$ cat src/rtl/oled_pkg.sv
// Shared types and SSD1331 power-on command bytes for the OLED command FIFO.
// The preload table is used only when OLED_CMD_FIFO_PRELOAD_EN is defined.
package oled_pkg;

  localparam int unsigned INIT_LEN = 12;

  // Unlock, display off, remap, normal mode, mux ratio, master config,
  // deactivate scroll, display on.
  localparam logic [7:0] INIT_SEQ [INIT_LEN] = '{
    8'hFD, 8'h12, 8'hAE, 8'hA0, 8'h72, 8'hA4,
    8'hA8, 8'h3F, 8'hAD, 8'h8E, 8'h2E, 8'hAF
  };

  typedef struct packed {
    logic       dc;
    logic [7:0] data;
  } fifo_entry_t;

endpackage

$ cat src/rtl/oled_fifo_ram.sv
// Single-clock FIFO storage: one write port, one asynchronous read port.
// With OLED_CMD_FIFO_PRELOAD_EN defined, reset loads INIT_SEQ as commands.
module oled_fifo_ram
  import oled_pkg::*;
#(
  parameter int DATA_WIDTH = 8,
  parameter int DEPTH      = 64,
  localparam int AW        = $clog2(DEPTH),
  localparam int W         = DATA_WIDTH + 1
) (
  input  logic          clk,
`ifdef OLED_CMD_FIFO_PRELOAD_EN
  input  logic          rst_n,
`endif
  input  logic          we,
  input  logic [AW-1:0] waddr,
  input  logic [W-1:0]  wdata,
  input  logic [AW-1:0] raddr,
  output logic [W-1:0]  rdata
);

  logic [W-1:0] mem [DEPTH];

`ifdef OLED_CMD_FIFO_PRELOAD_EN
  always_ff @(posedge clk) begin
    if (!rst_n) begin
      for (int unsigned i = 0; i < INIT_LEN; i++) begin
        mem[AW'(i)] <= {1'b0, DATA_WIDTH'(INIT_SEQ[i])};
      end
    end else if (we) begin
      mem[waddr] <= wdata;
    end
  end
`else
  always_ff @(posedge clk) begin
    if (we) begin
      mem[waddr] <= wdata;
    end
  end
`endif

  assign rdata = mem[raddr];

endmodule

$ cat src/rtl/oled_cmd_fifo.sv
// First-word fall-through command/data FIFO for an SSD1331 OLED controller.
// Optional power-on command preload: define OLED_CMD_FIFO_PRELOAD_EN.
module oled_cmd_fifo
  import oled_pkg::*;
#(
  parameter int DATA_WIDTH = 8,
  parameter int FIFO_DEPTH = 64,
  parameter int AF_THRESH  = FIFO_DEPTH - 4,
  parameter int AE_THRESH  = 4,
  localparam int CW        = $clog2(FIFO_DEPTH + 1)
) (
  input  logic                  clk,
  input  logic                  rst_n,
  input  logic                  flush,
  input  logic                  wr_valid,
  output logic                  wr_ready,
  input  logic [DATA_WIDTH-1:0] wr_data,
  input  logic                  wr_dc,
  output logic                  rd_valid,
  input  logic                  rd_ready,
  output logic [DATA_WIDTH-1:0] rd_data,
  output logic                  rd_dc,
  output logic [CW-1:0]         count,
  output logic                  full,
  output logic                  empty,
  output logic                  almost_full,
  output logic                  almost_empty,
  output logic                  overflow,
  output logic                  underflow,
  input  logic                  err_clr
);

  localparam int PW = $clog2(FIFO_DEPTH);

`ifdef OLED_CMD_FIFO_PRELOAD_EN
  if (INIT_LEN > FIFO_DEPTH) begin : g_init_len_check
    $error("oled_cmd_fifo: INIT_LEN exceeds FIFO_DEPTH");
  end
  localparam int unsigned RST_COUNT = INIT_LEN;
`else
  localparam int unsigned RST_COUNT = 0;
`endif
  localparam int unsigned RST_WPTR = RST_COUNT % FIFO_DEPTH;

  logic [PW-1:0] wr_ptr_q, wr_ptr_d;
  logic [PW-1:0] rd_ptr_q, rd_ptr_d;
  logic [CW-1:0] count_q, count_d;
  logic          overflow_q, overflow_d;
  logic          underflow_q, underflow_d;
  logic          wr_fire, rd_fire;
  logic [DATA_WIDTH:0] head;

  function automatic logic [PW-1:0] ptr_inc(input logic [PW-1:0] p);
    return (p == PW'(FIFO_DEPTH - 1)) ? '0 : p + PW'(1);
  endfunction

  always_comb begin
    full         = (count_q == CW'(FIFO_DEPTH));
    empty        = (count_q == '0);
    almost_full  = (32'(count_q) >= 32'(AF_THRESH));
    almost_empty = (32'(count_q) <= 32'(AE_THRESH));
    wr_ready     = !full;
    rd_valid     = !empty;
    wr_fire      = wr_valid && wr_ready;
    rd_fire      = rd_valid && rd_ready;
  end

  always_comb begin
    wr_ptr_d    = wr_ptr_q;
    rd_ptr_d    = rd_ptr_q;
    count_d     = count_q;
    overflow_d  = overflow_q;
    underflow_d = underflow_q;

    // Clear first so a same-cycle error event wins over err_clr.
    if (err_clr) begin
      overflow_d  = 1'b0;
      underflow_d = 1'b0;
    end
    if (wr_valid && full) overflow_d = 1'b1;
    if (rd_ready && empty) underflow_d = 1'b1;

    if (flush) begin
      wr_ptr_d = '0;
      rd_ptr_d = '0;
      count_d  = '0;
    end else begin
      if (wr_fire) wr_ptr_d = ptr_inc(wr_ptr_q);
      if (rd_fire) rd_ptr_d = ptr_inc(rd_ptr_q);
      if (wr_fire && !rd_fire) begin
        count_d = count_q + CW'(1);
      end else if (rd_fire && !wr_fire) begin
        count_d = count_q - CW'(1);
      end
    end
  end

  always_ff @(posedge clk) begin
    if (!rst_n) begin
      wr_ptr_q    <= PW'(RST_WPTR);
      rd_ptr_q    <= '0;
      count_q     <= CW'(RST_COUNT);
      overflow_q  <= 1'b0;
      underflow_q <= 1'b0;
    end else begin
      wr_ptr_q    <= wr_ptr_d;
      rd_ptr_q    <= rd_ptr_d;
      count_q     <= count_d;
      overflow_q  <= overflow_d;
      underflow_q <= underflow_d;
    end
  end

  oled_fifo_ram #(
    .DATA_WIDTH (DATA_WIDTH),
    .DEPTH      (FIFO_DEPTH)
  ) u_ram (
    .clk   (clk),
`ifdef OLED_CMD_FIFO_PRELOAD_EN
    .rst_n (rst_n),
`endif
    .we    (wr_fire && !flush),
    .waddr (wr_ptr_q),
    .wdata ({wr_dc, wr_data}),
    .raddr (rd_ptr_q),
    .rdata (head)
  );

  assign rd_data   = head[DATA_WIDTH-1:0];
  assign rd_dc     = head[DATA_WIDTH];
  assign count     = count_q;
  assign overflow  = overflow_q;
  assign underflow = underflow_q;

endmodule

$ cat config.mk
export PLATFORM = sky130hd
export DESIGN_NAME = oled_cmd_fifo
export DESIGN_NICKNAME = d
export VERILOG_FILES = /design/src/rtl/oled_pkg.sv /design/src/rtl/oled_fifo_ram.sv /design/src/rtl/oled_cmd_fifo.sv
export SDC_FILE = /design/constraint.sdc
export NUM_CORES = 1
export LEC_CHECK = 0
export BUFFER_PORTS_ARGS = -buffer_cell sky130_fd_sc_hd__buf_2
export CAP_MARGIN = 20
export CELL_PAD_IN_SITES_DETAIL_PLACEMENT = 0
export CELL_PAD_IN_SITES_GLOBAL_PLACEMENT = 1
export CORE_MARGIN = 8
export CORE_UTILIZATION = 30
export CTS_BUF_LIST = sky130_fd_sc_hd__clkbuf_8
export CTS_CLUSTER_DIAMETER = 60
export DETAILED_ROUTE_END_ITERATION = 7
export HOLD_SLACK_MARGIN = 0.03
export PLACE_DENSITY_LB_ADDON = 0.08
export SLEW_MARGIN = 20
export SYNTH_ARGS = -nofsm -noshare
export SYNTH_HDL_FRONTEND = slang
export SYNTH_SLANG_ARGS = --single-unit
$ cat constraint.sdc
create_clock -name clk -period 3.1 [get_ports clk]
set_clock_uncertainty 0.05 [all_clocks]
set_input_delay 0.31 -clock clk [delete_from_list [all_inputs] [get_ports clk]]
set_output_delay 0.31 -clock clk [all_outputs]
set_load 0.01 [all_outputs]
==> results of run 1 <==
-- final timing paths --
check | from | to | slack [ns]
worst max-delay path | flip-flop | rd_data[1] | -0.18
worst min-delay path | wr_data[4] | u_ram.mem[32][4] | 0.10
worst max register to register | count[2] | count[6] | 0.19
worst min register to register | count[6] | count[6] | 0.47
-- report_power, final --
part | switching (mW) | internal [mW] | leakage (nW)
clock | 3.17 | 3.47 | 1.09
sequential | 0.0518 | 8.99 | 5.40
combinational | 1.72 | 1.69 | 3.01
total | 4.94 | 14.2 | 9.49
-- flip-flops by register name, indices dropped and copies added, names as in the netlist, named ones only --
register	count
wr_ptr_q	6
underflow	1
rd_ptr_q	6
overflow	1
u_ram.mem	576
count	7
-- synthesized netlist by cell type, types with 3 or more instances --
| master | instances |
|---|---|
| nand2b_1 | 7 |
| buf_4 | 8 |
| a21oi_1 | 23 |
| a22oi_1 | 33 |
| nand4_1 | 4 |
| and2_1 | 3 |
| ha_1 | 9 |
| nor2b_1 | 17 |
| o21ai_1 | 4 |
| mux2i_1 | 21 |
| edfxtp_1 | 576 |
| o21ai_0 | 11 |
| nand2_1 | 34 |
| dfxtp_1 | 27 |
| o22ai_1 | 5 |
| or3_1 | 6 |
| a21o_1 | 3 |
| a2111oi_2 | 3 |
| nor3_1 | 13 |
| nand3_1 | 15 |
| buf_1 | 3 |
| o211ai_1 | 3 |
| buf_2 | 15 |
| mux4_2 | 144 |
| nand3b_1 | 4 |
| xnor2_1 | 5 |
| xor2_1 | 7 |
| inv_1 | 6 |
| clkbuf_1 | 21 |
| buf_6 | 13 |
| nor2_1 | 98 |
-- layout make-up --
class	count	area [sq um]
Antenna cell	6	15.0
Sequential cell	603	17900
Clock inverter	69	370
Inverter	8	30.0
Tap cell	1050	1310
Multi-Input combinational cell	511	5930
Clock buffer	109	1500
Timing Repair Buffer	253	2320
Fill cell	7384	49400
-- routing by layer --
layer | vias to the layer above | GRT usage [%]
li1 | 5487 | -
met1 | 6594 | 20.4
met2 | 268 | 25.7
met3 | 101 | 2.73
met4 | 0 | 4.27
met5 | - | 0
-- through the flow --
step / cell area, sq um / hold WS (ns) / total power [mW] / utilization, % / cells
final: 29300 / 0.102 / 19.1 / 37.2 / 2609
after floorplan: 23800 / 0.359 / 11.0 / - / 1184
after global routing: 29300 / 0.0833 / 19.9 / 37.2 / 2605
after CTS: 29000 / 0.0517 / 19.3 / 36.9 / 2592
after detailed placement: 26300 / 0.467 / 12.2 / 33.4 / 2371
after global placement: 26300 / 0.474 / 12.2 / 33.3 / 2370
-- logic make-up (layout without fill, tap and decap cells) --
group           Yosys count  in the layout  share of synthesized area [%]
compound gates          103            103                           3.15
xor+xnor                 12             12                          0.442
fa+ha+maj                10             10                          0.557
buf+inv                  70            439                           1.86
flops                   603            603                           74.9
mux                     167            167                           14.6
other cells               0              6                              0
simple gates            219            219                           4.44
-- critical path, delay by kind of cell (launching register included) --
family          cells  cell delay (ns)
flops               1             0.37
mux                 2             0.72
compound gates      3             0.66
buf+inv             3             0.45
-- cells in the final DEF (no fill, tap or decap), drive strengths merged, types with 21 or more instances in the layout --
cell | Yosys | final
mux4 | 144 | 144
mux2i | 21 | 21
clkbuf | 21 | 110
a22oi | 33 | 33
dfxtp | 27 | 27
buf | 41 | 242
nand2 | 36 | 36
clkinv | 0 | 29
inv | 8 | 45
edfxtp | 576 | 576
nor2 | 98 | 98
a21oi | 23 | 23
-- repair_timing --
| item | CTS | global route |
|---|---|---|
| setup buffers | 31 | 10 |
| hold endpoints to repair | 24 | 0 |
| endpoints found under the setup margin | 9 | 10 |
| pin swaps | 22 | 15 |
| hold buffers | 8 | 0 |
| resized for setup | 92 | 37 |
| gates cloned | 4 | 1 |
==> impl_table.tex, run 1 <==
\begin{tabular}{lr}
\hline
Metric & Value \\
\hline
\multicolumn{2}{l}{\textbf{Outcome}} \\
\quad Outcome & complete, but fails checks \\
\quad Violations in the final reports & negative setup slack \\
\multicolumn{2}{l}{\textbf{Drt}} \\
\quad Met2 routed wirelength & 33900 um \\
\quad Drt total wl & 68900 um \\
\quad DR DRC count & 0 \\
\quad Via density & 4.77 \\
\quad WL per Instance & 26.4 um \\
\quad Met1 Wirelength & 31000 um \\
\quad Total number of vias & about 12k \\
\quad Highest signal layer in the routed design & met4 \\
\quad Remaining antenna violation count after routing & 0 \\
\quad DR pass1 iterations & 5 \\
\quad Initial detailed-routing violation count & 645 \\
\quad WL met3 & 2490 um \\
\multicolumn{2}{l}{\textbf{Synthesis}} \\
\quad Fraction of the yosys area taken by sequential cells & 74.9\% \\
\quad Average size of a mapped cell & 20.1 sq um \\
\quad EDFF count, synth & 576 \\
\quad Post-Synthesis Net Count & 1209 \\
\quad Top area cells in the synthesized netlist & edfxtp\_1, mux4\_2, dfxtp\_1, nor2\_1, a22oi\_1 \\
\quad Share of flip-flops with an asynchronous set or reset after synthesis & 0\% \\
\quad Prevailing post-synth register cell & edfxtp\_1 \\
\quad Number of storage elements in the synthesis netlist & about 600 \\
\quad Count of synthesis-stage warnings from yosys & 0 \\
\quad Library cell with the largest summed area after synthesis & edfxtp\_1 \\
\quad Synthesized netlist cell count & 1184 \\
\quad Unique masters post-synth & 62 \\
\quad Proportion of netlist area held by the largest area contributor & between 70 and 80\% \\
\quad Post-Syn Area & 23800 sq um \\
\multicolumn{2}{l}{\textbf{Min path}} \\
\quad Type of the most critical hold path & primary input to flip-flop \\
\quad Worst hold stages & 1 \\
\multicolumn{2}{l}{\textbf{Clock network}} \\
\quad Number of clock buffers inserted by TritonCTS & 106 \\
\quad Clock H-tree levels & 3 \\
\quad Clock slew seen by the registers of the worst setup and hold paths & 0.06 ns \\
\quad CTS Root Cell & clkbuf\_8 \\
\quad CTS tree & yes \\
\quad Clock latency reported for the late side of the worst-skew pair & 0.70 ns \\
\quad Bufs on Longest Clock Path & 3 \\
\quad \# clock sinks & 603 \\
\multicolumn{2}{l}{\textbf{Worst setup path}} \\
\quad Most frequent cell on the critical path & buf\_6 \\
\quad Crit-path max FO & 9 \\
\quad Crit-path cells & buf\_12 -> buf\_6 -> mux4\_2 -> mux2i\_1 -> a32o\_2 -> a211oi\_4 -> a211o\_1 -> buf\_6 \\
\quad Worst setup EP type & output port \\
\quad Critical path class & flip-flop to output port \\
\quad Max stage delay on crit path & 0.53 ns \\
\quad Critical Path Source Type & flip-flop \\
\quad Worst endpoint required time & $\sim$2.7 ns \\
\quad Critical-path top delay cell & mux4\_2 \\
\quad Critical Path AT & 2.92 ns \\
\quad R2r worst-path depth & 10 \\
\multicolumn{2}{l}{\textbf{Floorplan}} \\
\quad Placement row count & approximately 100 \\
\quad Floorplan die width & 298 um \\
\quad Count of boundary I/O pins & 39 \\
\quad Die height & between 200 and 300 um \\
\quad Area enclosed by the die boundary & 88600 sq um \\
\quad Initial Util & a little under a third \\
\quad Core footprint & 78700 sq um \\
\multicolumn{2}{l}{\textbf{STA}} \\
\quad Setup tns final & -1.37 ns \\
\quad Total count of max-transition violations in the final report & 0 \\
\quad Worst Max-Slew Pin Slew & approximately 1 ns \\
\quad Headroom to the max-slew limit & between 30\% and 40\% \\
\quad RSZ-0062 raised after global routing & true \\
\quad Share of the clock period used by the worst path & 106\% \\
\quad Final worst setup slack & -0.180 ns \\
\quad Final hold viol count & 0 \\
\quad Minimum period implied by the final worst setup slack & between 3 and 4 ns \\
\quad Number of setup violations in the final report & 9 \\
\quad Fmax & 305 MHz \\
\multicolumn{2}{l}{\textbf{Placement}} \\
\quad RD Place Congestion & 0.778 \\
\quad HPWL after detailed placement & 44200 um \\
\quad Count of buffers inserted at the top-level ports & 38 \\
\quad Setup Slack @ Placement & $\sim$0.042 ns \\
\multicolumn{2}{l}{\textbf{Global routing}} \\
\quad First-pass GRT wire length & $\sim$99000 um \\
\quad Antenna violations before repair & 3 \\
\quad Aggregate global-route resource usage & between 10\% and 20\% \\
\quad Sum of overflow across all layers after global routing & 0 \\
\quad Maximum number of pins on one net before global-route repair & 65 \\
\quad Vias in the first global route & 13.3k \\
\multicolumn{2}{l}{\textbf{Pwr}} \\
\quad Peak supply drop & 0.000405 V \\
\quad Total leakage power & $\sim$9.5 nW \\
\quad Pwr Density & between 600 and 700 nW/um\^{}2 \\
\multicolumn{2}{l}{\textbf{Finish}} \\
\quad Final-stage net count & around 1.5k \\
\quad Syn-to-layout area delta & 23.2\% \\
\quad Layout cells sized above 1 & 39.1\% \\
\multicolumn{2}{l}{\textbf{Job}} \\
\quad Number of max-capacitance violations reported & 0 \\
\hline
\end{tabular}
(Power assumes the default switching activity.)
==> run 2, diff against run 1 <==
- BUFFER_PORTS_ARGS: -buffer_cell sky130_fd_sc_hd__buf_2 -> -buffer_cell sky130_fd_sc_hd__clkbuf_2
- TNS_END_PERCENT: default -> 100
==> run 2 against run 1 <==
Effect of this change: the flow still finishes with violations (negative setup slack); clock-buffer cell count unchanged; maximum frequency down 0.70%; largest power group unchanged; combinational power down 4%; via count about the same; routed wire length about the same; sequential share of layout area up 0.59 points; first-iteration DRC count up 31%; cell area down 0.96%; non-clock buffer count down 23; largest cell class unchanged; critical path type unchanged.
==> impl_table.tex, run 2 (same netlist as run 1, synthesis figures left out) <==
\begin{tabular}{lr}
\hline
Metric & Value \\
\hline
\multicolumn{2}{l}{\textbf{Clock network}} \\
\quad CTS Root Cell & clkbuf\_8 \\
\quad Bufs on Longest Clock Path & 3 (unchanged) \\
\quad CTS tree & yes \\
\quad Clock H-tree levels & 3 (unchanged) \\
\quad \# clock sinks & 603 (unchanged) \\
\quad Clock latency reported for the late side of the worst-skew pair & 0.69 ns (about the same) \\
\quad Clock slew seen by the registers of the worst setup and hold paths & 0.06 ns (about the same) \\
\quad Number of clock buffers inserted by TritonCTS & 106 (unchanged) \\
\multicolumn{2}{l}{\textbf{Finish}} \\
\quad Max FFs per register & 576 (unchanged) \\
\quad Most used cells in the layout excluding fill and tap cells & edfxtp\_1, buf\_4, mux4\_2, clkbuf\_8, nor2\_1 \\
\quad Leading cell type in the layout, fill and taps excluded & edfxtp\_1 \\
\quad Reg with most FFs & u\_ram.mem \\
\quad Syn-to-layout area delta & 22.0\% \\
\quad Post-route design area & 29000 sq um (-0.96\%) \\
\quad Layout cells sized above 1 & 37.5\% (-1.6 points) \\
\quad Final-stage net count & 1485 (-1.5\%) \\
\quad Post-Route Utilization & 36.9\% (-0.36 points) \\
\multicolumn{2}{l}{\textbf{Floorplan}} \\
\quad Placement row count & 103 (unchanged) \\
\quad Floorplan die width & 298 um (unchanged) \\
\quad Die height & 298 um (unchanged) \\
\quad Initial Util & 30.2\% (unchanged) \\
\quad Count of boundary I/O pins & 39 (unchanged) \\
\quad Core footprint & 78700 sq um (unchanged) \\
\quad Area enclosed by the die boundary & 88600 sq um (unchanged) \\
\multicolumn{2}{l}{\textbf{Placement}} \\
\quad Area after DPL & 26200 sq um (-0.31\%) \\
\quad HPWL after detailed placement & 43000 um (-2.7\%) \\
\quad RD Place Congestion & 0.750 (-3.6\%) \\
\quad Count of buffers inserted at the top-level ports & 38 (unchanged) \\
\multicolumn{2}{l}{\textbf{Worst setup path}} \\
\quad Crit-path max FO & 6 (-3) \\
\quad Max stage delay on crit path & 0.52 ns (about the same) \\
\quad Worst endpoint required time & 2.74 ns (about the same) \\
\quad Critical path class & flip-flop to output port \\
\quad Critical Path AT & 2.94 ns (+0.02 ns) \\
\quad Critical Path Source Type & flip-flop \\
\quad Crit-path cells & buf\_4 -> buf\_16 -> mux4\_2 -> o22ai\_2 -> buf\_4 -> a22oi\_1 -> nand4\_1 -> nand3\_2 -> clkbuf\_8 \\
\quad Most frequent cell on the critical path & buf\_4 \\
\quad Worst setup EP type & output port \\
\quad Slack of the worst reg-to-reg path & 0.27 ns (+0.08 ns) \\
\quad Critical-path top delay cell & mux4\_2 \\
\multicolumn{2}{l}{\textbf{Global routing}} \\
\quad Sum of overflow across all layers after global routing & 0 (unchanged) \\
\quad First-pass GRT wire length & 98400 um (about the same) \\
\quad Antenna violations before repair & 1 (-2) \\
\quad Maximum number of pins on one net before global-route repair & 65 (unchanged) \\
\quad Vias in the first global route & 13.4k (+0.68\%) \\
\quad Aggregate global-route resource usage & 15.4\% (+0.052 points) \\
\multicolumn{2}{l}{\textbf{Drt}} \\
\quad Total number of vias & 12.5k (+0.032\%) \\
\quad Drt total wl & 69000 um (about the same) \\
\quad Remaining antenna violation count after routing & 0 (unchanged) \\
\quad Initial detailed-routing violation count & 848 (+31\%) \\
\quad Via density & 4.80 (+0.49\%) \\
\quad DR DRC count & 0 (unchanged) \\
\quad WL per Instance & 26.6 um (+0.53\%) \\
\quad DR pass1 iterations & 4 (-1) \\
\multicolumn{2}{l}{\textbf{Min path}} \\
\quad Type of the most critical hold path & primary input to flip-flop \\
\multicolumn{2}{l}{\textbf{STA}} \\
\quad Fmax & 303 MHz (-0.70\%) \\
\quad Final worst setup slack & -0.203 ns (-0.0233 ns) \\
\quad Setup tns final & -1.45 ns (-0.0871 ns) \\
\quad Total count of max-transition violations in the final report & 0 (unchanged) \\
\quad Minimum period implied by the final worst setup slack & 3.30 ns (+0.0233 ns) \\
\quad Share of the clock period used by the worst path & 107\% (+0.75 points) \\
\quad Headroom to the max-slew limit & 29.4\% (-2.5 points) \\
\quad Final hold viol count & 0 (unchanged) \\
\quad RSZ-0062 raised after global routing & true \\
\quad Number of setup violations in the final report & 9 (unchanged) \\
\quad Worst Max-Slew Pin Slew & 1.05 ns (+0.0374 ns) \\
\multicolumn{2}{l}{\textbf{Pwr}} \\
\quad Tot Pwr & 18.9 mW (-0.79\%) \\
\quad Total leakage power & 9.40 nW (-0.99\%) \\
\quad Pwr Density & 652 nW/um\^{}2 (+0.17\%) \\
\quad Peak supply drop & 0.000506 V (+25\%) \\
\multicolumn{2}{l}{\textbf{Outcome}} \\
\quad Outcome & complete, but fails checks \\
\quad Violations in the final reports & negative setup slack \\
\multicolumn{2}{l}{\textbf{Job}} \\
\quad Number of max-capacitance violations reported & 0 (unchanged) \\
\hline
\end{tabular}
## run 2: routing by layer
metal | track usage [%] | share of wire (%)
met1 | 20.3 | 45
met4 | 3.92 | 2.2
met2 | 25.8 | 49
met3 | 3.26 | 4.1
met5 | 0 | 0
## run 2: area by class of cell
type                    instances  area (sq um)
diodes                          3          7.51
clock buffers                 109          1500
clock inverters                83           393
fillers                      7382         49700
inverters                       8          30.0
multi-input cells             511          5880
flip-flops and latches        603         17900
well taps                    1050          1310
repair buffers                230          2070
## run 2: path summary, 6_finish.rpt
| kind | start | cells past startpoint | endpoint |
|---|---|---|---|
| worst max-delay path | flip-flop | 9 | rd_data[5] |
| worst max register to register | count[0] | 12 | count[5] |
| worst min register to register | count[6] | 2 | count[6] |
| worst min-delay path | wr_data[5] | 2 | u_ram.mem[53][5] |
## run 2: per-stage QoR
step	instances	hold WS (ns)	setup slack [ns]
after floorplan	1184	0.359	0.0946
after global routing	2595	0.244	-0.320
after CTS	2592	0.234	-0.304
after detailed placement	2363	0.465	0.123
final	2597	0.259	-0.203
after global placement	2362	0.473	0.161
## run 2: repair_timing
action / in CTS / in global routing
setup endpoints to repair: 9 / 11
hold buffers: 6 / 0
cloned: 6 / 0
setup buffers: 25 / 3
pin swaps: 20 / 9
hold endpoints to repair: 6 / 0
gates resized for setup: 93 / 23
## run 2: worst max-delay path: cells and delay by family, from the launching register on
| family | cells | cell delay, ns |
|---|---|---|
| multiplexers | 1 | 0.52 |
| AO/OA/AOI/OAI | 2 | 0.20 |
| AND/OR/NAND/NOR | 2 | 0.47 |
| flip-flops | 1 | 0.41 |
| buffers and inverters | 4 | 0.64 |
## run 2: power by group
part | total (mW) | internal, mW | switching, mW
logic | 3.28 | 1.60 | 1.69
clock network | 6.62 | 3.34 | 3.27
registers | 9.04 | 8.99 | 0.0511
total | 18.9 | 13.9 | 5.01
